--- src/rtl/fir_stream_dma.sv ---
// fir_stream_dma: memory-to-stream DMA wrapped around the FIR core.
// Reads `length` words from src_base, streams them out on ss_*, collects
// the FIR results from sm_* and writes them back to dst_base. Both
// directions share one memory request port with one request in flight.
//
// Ports:
//   clk, rst_n                 clock, async active-low reset
//   start, src_base, dst_base, length   transfer launch and setup
//   busy, done, err            status (err sticky until next start)
//   mem_addr/rw/req/wdata, mem_ack/rdata   shared memory request port
//   ss_tvalid/tdata/tlast, ss_tready       samples to the FIR core
//   sm_tvalid/tdata/tlast, sm_tready       results from the FIR core
//
// Optional build macro FIR_DMA_TLAST_CHECK_EN: flags sm_tlast placement
// errors in err. Without it sm_tlast is ignored and err stays 0.
//
// state | meaning
// IDLE  | waiting for start
// RUN   | transfer active, issuing reads/writes
module fir_stream_dma #(
  parameter int FIFO_DEPTH = 4,
  parameter int LEN_W      = 12
) (
  input  logic             clk,
  input  logic             rst_n,
  input  logic             start,
  input  logic [31:0]      src_base,
  input  logic [31:0]      dst_base,
  input  logic [LEN_W-1:0] length,
  output logic             busy,
  output logic             done,
  output logic             err,
  output logic [31:0]      mem_addr,
  output logic             mem_rw,
  output logic             mem_req,
  output logic [31:0]      mem_wdata,
  input  logic             mem_ack,
  input  logic [31:0]      mem_rdata,
  output logic             ss_tvalid,
  output logic [31:0]      ss_tdata,
  output logic             ss_tlast,
  input  logic             ss_tready,
  input  logic             sm_tvalid,
  input  logic [31:0]      sm_tdata,
  input  logic             sm_tlast,
  output logic             sm_tready
);
  localparam int PW = $clog2(FIFO_DEPTH);
  localparam logic [PW:0] DEPTH_C = FIFO_DEPTH[PW:0];

  typedef enum logic {IDLE, RUN} state_e;
  state_e state_q, state_d;

  logic [29:0]      src_q, src_d, dst_q, dst_d;
  logic [LEN_W-1:0] len_q, len_d, rd_idx_q, rd_idx_d, ss_idx_q, ss_idx_d;
  logic [LEN_W-1:0] sm_idx_q, sm_idx_d, wr_idx_q, wr_idx_d;
  logic             req_q, req_d, rw_q, rw_d, done_q, done_d;
  logic             busy_q, busy_d, err_q, err_d, live_q;
  logic [31:0]      addr_q, addr_d, wdata_q, wdata_d;

  logic [31:0]      rf_mem [FIFO_DEPTH];
  logic [31:0]      wf_mem [FIFO_DEPTH];
  logic [PW-1:0]    rf_wp_q, rf_rp_q, wf_wp_q, wf_rp_q;
  logic [PW:0]      rf_cnt_q, wf_cnt_q;

  logic start_ok, rd_ack, wr_ack, last_wr, sm_fire;
  logic rf_push, rf_pop, wf_push, wf_pop;

  logic [3:0] unused_lsb;
  assign unused_lsb = {src_base[1:0], dst_base[1:0]};

  function automatic logic [31:0] word_off(input logic [LEN_W-1:0] idx);
    word_off = {{(30-LEN_W){1'b0}}, idx, 2'b00};
  endfunction

  assign start_ok = (state_q == IDLE) && start && (length != '0);
  assign rd_ack   = (state_q == RUN) && req_q && mem_ack && !rw_q;
  assign wr_ack   = (state_q == RUN) && req_q && mem_ack && rw_q;
  assign last_wr  = wr_ack && ((wr_idx_q + LEN_W'(1)) == len_q);
  assign sm_fire  = sm_tvalid && sm_tready;

  assign rf_push = rd_ack;
  assign rf_pop  = ss_tvalid && ss_tready;
  // Beats past `length` are handshaken but never stored.
  assign wf_push = sm_fire && (state_q == RUN) && (sm_idx_q < len_q);
  assign wf_pop  = wr_ack;

  assign ss_tvalid = (rf_cnt_q != '0);
  assign ss_tdata  = ss_tvalid ? rf_mem[rf_rp_q] : '0;
  assign ss_tlast  = ss_tvalid && (ss_idx_q == (len_q - LEN_W'(1)));
  assign sm_tready = live_q && (wf_cnt_q != DEPTH_C);

  assign busy      = busy_q;
  assign done      = done_q;
  assign err       = err_q;
  assign mem_req   = req_q;
  assign mem_rw    = rw_q;
  assign mem_addr  = addr_q;
  assign mem_wdata = wdata_q;

  always_comb begin
    state_d  = state_q;
    src_d    = src_q;
    dst_d    = dst_q;
    len_d    = len_q;
    rd_idx_d = rd_idx_q;
    ss_idx_d = ss_idx_q;
    sm_idx_d = sm_idx_q;
    wr_idx_d = wr_idx_q;
    req_d    = req_q;
    rw_d     = rw_q;
    addr_d   = addr_q;
    wdata_d  = wdata_q;
    done_d   = 1'b0;
    err_d    = err_q;
    unique case (state_q)
      IDLE: begin
        if (start) begin
          if (length == '0) begin
            done_d = 1'b1;
          end else begin
            // First read goes out straight from the start cycle.
            state_d  = RUN;
            src_d    = src_base[31:2];
            dst_d    = dst_base[31:2];
            len_d    = length;
            rd_idx_d = LEN_W'(1);
            ss_idx_d = '0;
            sm_idx_d = '0;
            wr_idx_d = '0;
            err_d    = 1'b0;
            req_d    = 1'b1;
            rw_d     = 1'b0;
            addr_d   = {src_base[31:2], 2'b00};
          end
        end
      end
      RUN: begin
        if (rf_pop) ss_idx_d = ss_idx_q + LEN_W'(1);
        if (wf_push) sm_idx_d = sm_idx_q + LEN_W'(1);
`ifdef FIR_DMA_TLAST_CHECK_EN
        if (sm_fire && (sm_tlast != (sm_idx_q == (len_q - LEN_W'(1))))) err_d = 1'b1;
`endif
        if (req_q) begin
          if (mem_ack) begin
            req_d = 1'b0;
            if (rw_q) begin
              wr_idx_d = wr_idx_q + LEN_W'(1);
              if (last_wr) begin
                state_d = IDLE;
                done_d  = 1'b1;
              end
            end
          end
        end else if (wf_cnt_q != '0) begin
          // Draining results first keeps a full FIR pipeline from deadlocking.
          req_d   = 1'b1;
          rw_d    = 1'b1;
          addr_d  = {dst_q, 2'b00} + word_off(wr_idx_q);
          wdata_d = wf_mem[wf_rp_q];
        end else if ((rd_idx_q < len_q) && (rf_cnt_q != DEPTH_C)) begin
          req_d    = 1'b1;
          rw_d     = 1'b0;
          addr_d   = {src_q, 2'b00} + word_off(rd_idx_q);
          rd_idx_d = rd_idx_q + LEN_W'(1);
        end
      end
    endcase
    // busy stays high through the done cycle of a real transfer.
    busy_d = (state_d == RUN) || last_wr;
  end

`ifndef FIR_DMA_TLAST_CHECK_EN
  logic unused_tlast;
  assign unused_tlast = sm_tlast;
`endif

  always_ff @(posedge clk or negedge rst_n) begin
    if (!rst_n) begin
      state_q  <= IDLE;
      src_q    <= '0;
      dst_q    <= '0;
      len_q    <= '0;
      rd_idx_q <= '0;
      ss_idx_q <= '0;
      sm_idx_q <= '0;
      wr_idx_q <= '0;
      req_q    <= 1'b0;
      rw_q     <= 1'b0;
      addr_q   <= '0;
      wdata_q  <= '0;
      done_q   <= 1'b0;
      busy_q   <= 1'b0;
      err_q    <= 1'b0;
      live_q   <= 1'b0;
      rf_wp_q  <= '0;
      rf_rp_q  <= '0;
      rf_cnt_q <= '0;
      wf_wp_q  <= '0;
      wf_rp_q  <= '0;
      wf_cnt_q <= '0;
    end else begin
      state_q  <= state_d;
      src_q    <= src_d;
      dst_q    <= dst_d;
      len_q    <= len_d;
      rd_idx_q <= rd_idx_d;
      ss_idx_q <= ss_idx_d;
      sm_idx_q <= sm_idx_d;
      wr_idx_q <= wr_idx_d;
      req_q    <= req_d;
      rw_q     <= rw_d;
      addr_q   <= addr_d;
      wdata_q  <= wdata_d;
      done_q   <= done_d;
      busy_q   <= busy_d;
      err_q    <= err_d;
      live_q   <= 1'b1;
      if (start_ok) begin
        rf_wp_q  <= '0;
        rf_rp_q  <= '0;
        rf_cnt_q <= '0;
        wf_wp_q  <= '0;
        wf_rp_q  <= '0;
        wf_cnt_q <= '0;
      end else begin
        if (rf_push) rf_wp_q <= rf_wp_q + PW'(1);
        if (rf_pop)  rf_rp_q <= rf_rp_q + PW'(1);
        if (wf_push) wf_wp_q <= wf_wp_q + PW'(1);
        if (wf_pop)  wf_rp_q <= wf_rp_q + PW'(1);
        rf_cnt_q <= rf_cnt_q + {{PW{1'b0}}, rf_push} - {{PW{1'b0}}, rf_pop};
        wf_cnt_q <= wf_cnt_q + {{PW{1'b0}}, wf_push} - {{PW{1'b0}}, wf_pop};
      end
    end
  end

  always_ff @(posedge clk) begin
    if (rf_push) rf_mem[rf_wp_q] <= mem_rdata;
    if (wf_push) wf_mem[wf_wp_q] <= sm_tdata;
  end

endmodule

--- config.mk ---
export PLATFORM = sky130hd
export DESIGN_NAME = fir_stream_dma
export DESIGN_NICKNAME = d
export VERILOG_FILES = /design/src/rtl/fir_stream_dma.sv
export SDC_FILE = /design/constraint.sdc
export NUM_CORES = 1
export LEC_CHECK = 0
export BUFFER_PORTS_ARGS = -buffer_cell sky130_fd_sc_hd__buf_2
export CAP_MARGIN = 5
export CORE_MARGIN = 3
export CORE_UTILIZATION = 55
export CTS_BUF_LIST = sky130_fd_sc_hd__clkbuf_8
export CTS_CLUSTER_DIAMETER = 100
export DETAILED_ROUTE_END_ITERATION = 12
export HOLD_SLACK_MARGIN = 0.12
export PLACE_DENSITY = 0.76
export RECOVER_POWER = 25
export SLEW_MARGIN = 20
export SYNTH_ARGS = -nofsm -noshare
export SYNTH_HDL_FRONTEND = slang
export SYNTH_SLANG_ARGS = --single-unit
--- constraint.sdc ---
create_clock -name clk -period 7.85 [get_ports clk]
set_clock_uncertainty 0.1 [all_clocks]
set_input_delay 1.57 -clock clk [delete_from_list [all_inputs] [get_ports clk]]
set_output_delay 1.57 -clock clk [all_outputs]
set_load 0.005 [all_outputs]
-- Word-level counts from Yosys, hierarchy flattened
Memories as Yosys holds them, arrays and structs flattened. A register that Yosys moved wholly into a read port is not among the register bits.
Index checks and enable logic that the tools add are counted.
- $add $sub $neg: 15
- order comparisons: 2
- eq/ne operators: 15
- multiplexer cells: 64
- bitwise logic cells: 3
- reductions and logical operators: 33
- operators by type and width (operator ; number):
    $mux W32 ; 6
    $mux W12 ; 12
    $pmux W12 S2 ; 4
    $add A32 B14 Y32 ; 2
    $pmux W32 S2 ; 1
    $add A12 B1 Y12 const B ; 4
    $mux W1 ; 27
    $eq A12 B12 Y1 ; 2
    $lt A12 B12 Y1 ; 2
    $mux W2 ; 8
    $logic_and A1 B1 Y1 ; 14
    $logic_not A12 Y1 ; 1
    $reduce_and A3 Y1 ; 4
    $reduce_bool A12 Y1 ; 1
    $sub A12 B1 Y12 const B ; 1
    $ne A2 B1 Y1 const B ; 5
    $ne A2 B2 Y1 const B ; 5
    $reduce_and A5 Y1 ; 2
    $add A2 B1 Y2 const B ; 4
    $pmux W1 S2 ; 4
    $reduce_bool A2 Y1 ; 4
    $add A3 B1 Y3 ; 2
    $mux W3 ; 2
    $ne A3 B3 Y1 const B ; 2
    8 further kinds ; 13
- bits in registers: 172
- bits in writable memories: 256
- input bits: 147
- output and inout port bits: 104
- logic and storage cells: 154
- memories: 2
- memories (name ; depth ; width ; read ports ; clocked after Yosys merged registers in ; write ports ; RTL line ; text):
    rf_mem ; 4 ; 32 ; 1 ; 0 ; 1 ; 61 ; logic [31:0] rf_mem [FIFO_DEPTH];
    wf_mem ; 4 ; 32 ; 1 ; 1 ; 1 ; 62 ; logic [31:0] wf_mem [FIFO_DEPTH];

-- Logic depth before layout (Yosys ltp)
Gate-level depths: netlist of run 1.
- depth after elaboration: 10
- mapped depth: 17
- gate-level depth less buffers: 16

-- Worst setup path before layout of run 1
OpenSTA, ideal clock, no wires.
- path type: input to register
- start: in sm_tvalid
- end: reg wf_cnt_q[2]
- library setup time: 0.132 ns
- data arrival time: 3.727 ns
- required time: 7.618 ns
- setup slack: 3.891 ns
- stages: 14
- buffers on the path: 1
- path through: nand2_1 -> a211oi_1 -> nand4_1 -> a31oi_4 -> clkbuf_1 -> inv_1 -> ha_1 -> inv_1 -> ha_1 -> inv_1 -> fa_1 -> xor2_1 -> xnor2_1 -> nor2_1
- longest elaborated chain between the ends: 6
- RTL lines (what ; RTL line ; text):
    start, declared ; 43 ; input logic sm_tvalid,
    $logic_and A1 B1 Y1 ; 80 ; assign sm_fire = sm_tvalid && sm_tready;
    $logic_and A1 B1 Y1 (2 in series) ; 85 ; assign wf_push = sm_fire && (state_q == RUN) && (sm_idx_q < len_q);
    $add A3 B1 Y3 ; 232 ; wf_cnt_q <= wf_cnt_q + {{PW{1'b0}}, wf_push} - {{PW{1'b0}}, wf_pop};
    $sub A3 B1 Y3 ; 232 ;
    $mux W3 ; 219 ; if (start_ok) begin
    end signal, assigned ; 232 ;
    end, declared ; 64 ; logic [PW:0] rf_cnt_q, wf_cnt_q;
No other way between the ends.
A chain may end at the register's enable or synchronous reset.

-- Worst setup path in the final report of run 1
- start: reg len_q[5]
- end: out ss_tlast
- longest elaborated chain between the ends: 3
- RTL lines (what ; RTL line ; text):
    start, declared ; 55 ; logic [LEN_W-1:0] len_q, len_d, rd_idx_q, rd_idx_d, ss_idx_q, ss_idx_d;
    start signal, assigned ; 206 ; len_q <= len_d;
    $sub A12 B1 Y12 ; 90 ; assign ss_tlast = ss_tvalid && (ss_idx_q == (len_q - LEN_W'(1)));
    $eq A12 B12 Y1 ; 90 ;
    $logic_and A1 B1 Y1 ; 90 ;
    end, declared ; 41 ; output logic ss_tlast,
No other way between the ends.

==> results.yml, run 1 <==
drt:
  wl_per_cell_um: 19.6
  drtAntennaViolNets: 0
  drt_iter0_drc: 942
  route.detailed.drc: 0
  route.vias.total: 14475
  first_pass_iters: 5
  viasPerCell: 5.69
  wirelength_mm: 49.8
sta:
  post-route-period-util_pct: 55.9
  rsz0062_at_grt: "no"
  slew_headroom_pct: 35.5
  max_freq_mhz: 228
  setup_violations: 0
  fin_tns_setup_ps: 0
  layout_min_cycle_time_ps: 4390
  hold_viol_final: 0
  worstMarginPinSlew_ps: 962
  drv_slew: 0
  worst_hold_slack_ps: 375
finish:
  synthToLayoutAreaGrowth_pct: 14.8
  nets: 2180
  final_common_cell: "nand2_1"
  layoutNonFillerInstCount: 2542
  most-common-layout-cells: "286 x nand2_1, 256 x edfxtp_1, 199 x dfrtp_1"
  multi_input_area_um2: 8080
  nFillCells: 2943
  drive_gt1_share_pct: 20.7
  regArea_um2: 12700
logic_synthesis:
  syn_inst: 1695
  ys_seq_elements: 458
  ys.flop_type: "edfxtp_1"
  syn_area_um2: 21200
  ys_types: 74
  yosys.area.top_type: "edfxtp_1"
  synth.area.top_cells: "edfxtp_1 36%, dfrtp_1 24%, mux4_2 6.8%"
  synth_top_area_share_pct: 36.2
  synthesis.area_per_instance_um2: 12.5
  synth_edf_count: 256
  async_flop_share_pct: 44.1
  yosys_warnings: 0
  ys_seq_area_share_pct: 60.0
grt:
  grt_max_degree: 92
  grt_use_total_pct: 24.5
  antenna_found_initial: 6
  grt_pass1_wl_mm: 79.1
  grt_pass1_vias: 14601
  grt_overflow: 0
floorplan:
  core_area_um2: 37800
  dieArea_um2: 41000
  die_h_um: 203
  die_x_um: 203
  ios: 251
  row_count: 71
  initial_core_util_pct: 56.1
power_and_ir_drop:
  powerDensity_nw_per_um2: 352
  p_leak_nw: 10.0
  switching_share_pct: 35.7
  pwr-share-comb_pct: 34.6
  vdd_drop_max_mv: 0.268
  p_clk_share_pct: 23.4
  p_sw_mw: 3.07
  pwr-share-seq_pct: 42.0
  p_int_mw: 5.52
  total_power_mw: 8.58
cts:
  cts_buffers: 77
  cts_root_buffer: "clkbuf_8"
  ctsHoldBuffers: 0
  ctsResizeCount: 0
  clk_latency_ps: 650
  clock-sinks: 458
  clkTransAtPathRegs_ps: 60
  post_cts_buffers: 0
  cts_buffer_depth: 3
  cts.htree.levels: 3
  tritoncts: "done"
setup_path:
  start_kind: "flop"
  crit_buf_inv: 2
  cp_cell_sequence: "inv_1 -> nand3_1 -> or3_1 -> nor3_1 -> xnor2_1 -> o2111ai_1 -> nor3_1 -> buf_2"
  path_class: "reg -> out"
  worstSetupPathDepth: 8
  critPathMostFrequentCell: "nor3_1"
  required_ps: 6180
  path_delay_family: "simple AND/OR/NAND/NOR gates"
  cp-end-kind: "output port"
  reg2regPathDepth: 8
  slowest_delay_ps: 470
  crit_arrival_ps: 2720
  cp_max_fo: 5
  slowest_stage: "dfrtp_1"
worst_hold_path:
  holdPathStages: 2
  hold_class: "reg -> reg"
outcome:
  status: "finished clean"
placed_design:
  post-place-cells: 2397
  dpl.hpwl_mm: 33.1
  gp_congestion: 0.905
  io_buffers: 242
run:
  drv_cap: 0
-- flip-flops by register name (all words and copies together) (netlist names), 3 cells and up --
register / cells
dst_q: 30
rf_mem: 128
rf_cnt_q: 3
ss_idx_q: 12
len_q: 12
rd_idx_q: 12
mem_addr: 30
wr_idx_q: 12
src_q: 30
sm_idx_q: 12
mem_wdata: 32
wf_mem: 128
wf_cnt_q: 3
-- cells in the mapped netlist (6+ instances only) --
cell,instances
buf_1,8
nor2_1,80
nand2b_1,8
nor3_1,24
o31ai_1,8
clkbuf_1,48
mux4_2,64
inv_1,32
a31oi_1,6
xnor2_1,48
a21o_1,14
o211ai_1,16
ha_1,64
nand3_1,39
dfrtp_1,202
buf_2,16
and3_1,24
xor2_1,66
mux2i_1,6
o21ai_0,100
nand4_1,23
nand2_1,286
nor2b_1,8
edfxtp_1,256
and2_1,45
and4_1,7
a21oi_1,58
nor4_1,7
mux2_2,35
or3_1,9
-- power groups by stage --
| stage | registers, mW | clock network, mW | logic [mW] |
|---|---|---|---|
| 6_report | 3.60 | 2.01 | 2.97 |
| 5_1_grt | 3.67 | 2.18 | 3.32 |
| 4_1_cts | 3.60 | 2.06 | 3.02 |
| 3_5_place_dp | 3.64 | 0 | 3.00 |
| 3_3_place_gp | 3.60 | 0 | 2.91 |
| 2_1_floorplan | 3.46 | 0 | 2.10 |
-- layer usage --
metal  wire length, um  vias up  GRT usage [%]
li1                  -     6723              -
met1             20000     7068           31.9
met2             23700      539           39.2
met3              3770      135           5.87
met4              2250       10           11.6
met5                58        -              0
-- kinds of logic after synthesis --
logic type               after synthesis  synth area share, %
other                                  2               0.0353
buffers and inverters                110                 2.13
multiplexers                         105                 8.92
adder cells (fa/ha/maj)               68                 4.15
AO/OA/AOI/OAI                        257                 7.43
flip-flops                           458                 60.0
XOR/XNOR                             114                 4.70
AND/OR/NAND/NOR                      581                 12.7
-- worst register-to-register path, delay by kind of cell, from the launching register on --
kind	cells	cell delay [ps]
buffers and inverters	2	1380
AOI/OAI and AO/OA	2	1330
DFF	1	480
xor gates and xnor gates	1	200
and+or+nand+nor	3	440
-- cell type report --
class / instances / area share, %
diodes: 1 / 0.0103
flip-flops and latches: 458 / 52.3
well taps: 511 / 2.62
clock inverters: 60 / 1.33
multi-input cells: 1129 / 33.1
inverters: 34 / 0.523
repair buffers: 265 / 5.38
clock buffers: 84 / 4.74
-- through the flow --
step / instance area [um^2] / worst slack, ps / util [%]
6_report: 24400 / 3460 / 64.4
5_1_grt: 24400 / 3180 / 64.4
4_1_cts: 24500 / 3380 / 64.7
3_5_place_dp: 23000 / 3000 / 60.7
3_3_place_gp: 23000 / 3030 / 60.7
2_1_floorplan: 21300 / 3890 / -
-- worst paths after layout --
check                            start       endpoint  slack, ps
setup reg to reg               state_q    rd_idx_q[5]       3780
min in group asynchronous        rst_n  mem_wdata[24]        880
setup / recovery              len_q[5]       ss_tlast       3460
hold reg to reg            mem_addr[6]    mem_addr[6]        380
max in group asynchronous        rst_n     rf_rp_q[0]       5370
hold / removal             mem_addr[6]    mem_addr[6]        380
Power figures use the tool's default switching activity.
==> run 2, diff against run 1 <==
- ABC_AREA: unset -> 1
- PLACE_DENSITY: 0.76 -> 0.78
- clock period: 7.85 -> 3.9 ns (I/O delays scaled with it)
==> results.yml, run 2 <==
floorplan:
  initial_core_util_pct: 56.0
  die_h_um: 210
  core_area_um2: 41000
  row_count: 74
  dieArea_um2: 44300
  die_x_um: 210
  ios: 251
drt:
  viasPerCell: 5.49
  wirelength_mm: 60.9
  drtAntennaViolNets: 0
  route.vias.total: 19074
  wl_per_cell_um: 17.5
  first_pass_iters: 6
  drt_iter0_drc: 1478
  route.detailed.drc: 0
setup_path:
  start_kind: "flop"
  cp_max_fo: 36
  cp-end-kind: "output port"
  slowest_delay_ps: 670
  crit_arrival_ps: 2660
  slowest_stage: "clkinv_1"
  path_class: "reg -> out"
  cp_cell_sequence: "clkinv_1 -> buf_4 -> o21ai_0 -> a21oi_1 -> buf_2"
  reg2regPathDepth: 13
  required_ps: 3020
grt:
  antenna_found_initial: 2
  grt_pass1_wl_mm: 94.5
  grt_overflow: 0
  grt_pass1_vias: 18704
  grt_max_degree: 80
  grt_use_total_pct: 27.0
sta:
  worstMarginPinSlew_ps: 870
  drv_slew: 0
  hold_viol_final: 0
  post-route-period-util_pct: 90.7
  setup_violations: 0
  max_freq_mhz: 283
  fin_tns_setup_ps: 0
  worst_hold_slack_ps: 228
  slew_headroom_pct: 41.7
  layout_min_cycle_time_ps: 3540
  rsz0062_at_grt: "no"
logic_synthesis:
  yosys_warnings: 0
  ys.flop_type: "edfxtp_1"
  syn_area_um2: 23000
  ys_types: 46
  synth_edf_count: 256
  synth.area.top_cells: "edfxtp_1 33%, dfrtp_1 22%, nand2_1 9.8%"
  yosys.cell_count.top_type: "nand2_1"
  ys_seq_area_share_pct: 55.5
  synth_common_cells: "599 x nand2_1, 445 x nor2_1, 256 x edfxtp_1, 242 x inv_1, 225 x o21ai_0"
  synthesis.area_per_instance_um2: 8.73
  async_flop_share_pct: 44.1
  syn_inst: 2631
  yosys.area.top_type: "edfxtp_1"
  ys_seq_elements: 458
  synth_top_area_share_pct: 33.5
cts:
  clkTransAtPathRegs_ps: 60
  post_cts_buffers: 0
  tritoncts: "done"
  clock-sinks: 458
  cts.htree.levels: 3
  clk_latency_ps: 640
  cts_root_buffer: "clkbuf_8"
  cts_buffers: 77
  cts_buffer_depth: 3
finish:
  final_common_cell: "nand2_1"
  utilization_pct: 63.6
  drive_gt1_share_pct: 12.2
  synthToLayoutAreaGrowth_pct: 13.6
  num_antenna_cells: 0
  most-common-layout-cells: "599 x nand2_1, 437 x nor2_1, 271 x inv_1"
  nets: 3103
power_and_ir_drop:
  p_leak_nw: 11.7
  pwr-share-comb_pct: 41.6
  vdd_drop_max_mv: 0.440
  switching_share_pct: 42.4
  p_sw_mw: 8.29
  p_int_mw: 11.2
  pwr-share-seq_pct: 37.7
  powerDensity_nw_per_um2: 749
  p_clk_share_pct: 20.6
worst_hold_path:
  hold_class: "in -> reg"
  holdPathStages: 3
placed_design:
  gp_congestion: 0.956
  dpl.hpwl_mm: 40.8
  io_buffers: 242
outcome:
  status: "finished clean"
run:
  drv_cap: 0
==> run 2: power groups by stage <==
stage	sequential [mW]	clock (mW)	combinational, mW
floorplan	7.15	0	5.55
global placement	7.38	0	7.84
detailed placement	7.42	0	8.12
CTS	7.35	4.13	8.16
global route	7.49	4.36	9.17
finish	7.37	4.03	8.13
==> run 2: kinds of logic (layout without fill, tap and decap cells) <==
logic type / after synthesis / count (layout) / share of synthesized area, %
adders and majority gates: 68 / 68 / 3.83
and+or+nand+nor: 1301 / 1301 / 23.3
AOI/OAI and AO/OA: 398 / 398 / 9.17
other: 2 / 4 / 0.0327
xor gates and xnor gates: 58 / 58 / 2.21
buffers and inverters: 346 / 657 / 5.94
DFF: 458 / 458 / 55.5
==> run 2: routing by layer <==
layer | part of all wire [%] | routed length, um | GRT usage, %
met3 | 7.2 | 4410 | 5.48
met2 | 49 | 29600 | 46.1
met4 | 4.5 | 2730 | 12.9
met1 | 40 | 24100 | 33.2
met5 | 0.026 | 16 | 0
==> run 2: timing repair <==
| action | CTS | global route |
|---|---|---|
| hold endpoints to repair | 76 | 0 |
| resized for setup | 0 | 0 |
| hold buffers | 1 | 0 |
==> run 2: metrics by stage <==
stage               power [mW]  worst slack [ps]  cells  instance area, um^2
floorplan                 12.7               693   2633                23000
global placement          15.2               850   3340                24700
detailed placement        15.5               817   3340                24700
CTS                       19.6               277   3476                26200
global route              21.0               144   3476                26100
finish                    19.5               362   3476                26100
==> run 2: final cells by class <==
cell class / instances / area [um^2]
Clock buffer: 89 / 1220
Sequential cell: 458 / 12700
Clock inverter: 46 / 218
Inverter: 249 / 935
Fill cell: 3423 / 14900
Tap cell: 532 / 666
Timing Repair Buffer: 273 / 1400
Multi-Input combinational cell: 1829 / 8910
==> run 2: critical path, delay by kind of cell, from the launching register on <==
family,cells,cell delay [ps]
buffers and inverters,3,1330
flip-flops,1,360
AO/OA/AOI/OAI,2,340
==> run 2: worst paths after layout <==
check / from / endpoint / slack [ps]
min: dst_base[30] / dst_q[28] / 230
max: rf_rp_q[0] / ss_tdata[29] / 360
min reg2reg: mem_addr[4] / mem_addr[4] / 380
max reg2reg: len_q[5] / wf_cnt_q[2] / 830
min in group asynchronous: rst_n / dst_q[27] / 640
max in group asynchronous: rst_n / rf_rp_q[0] / 2160
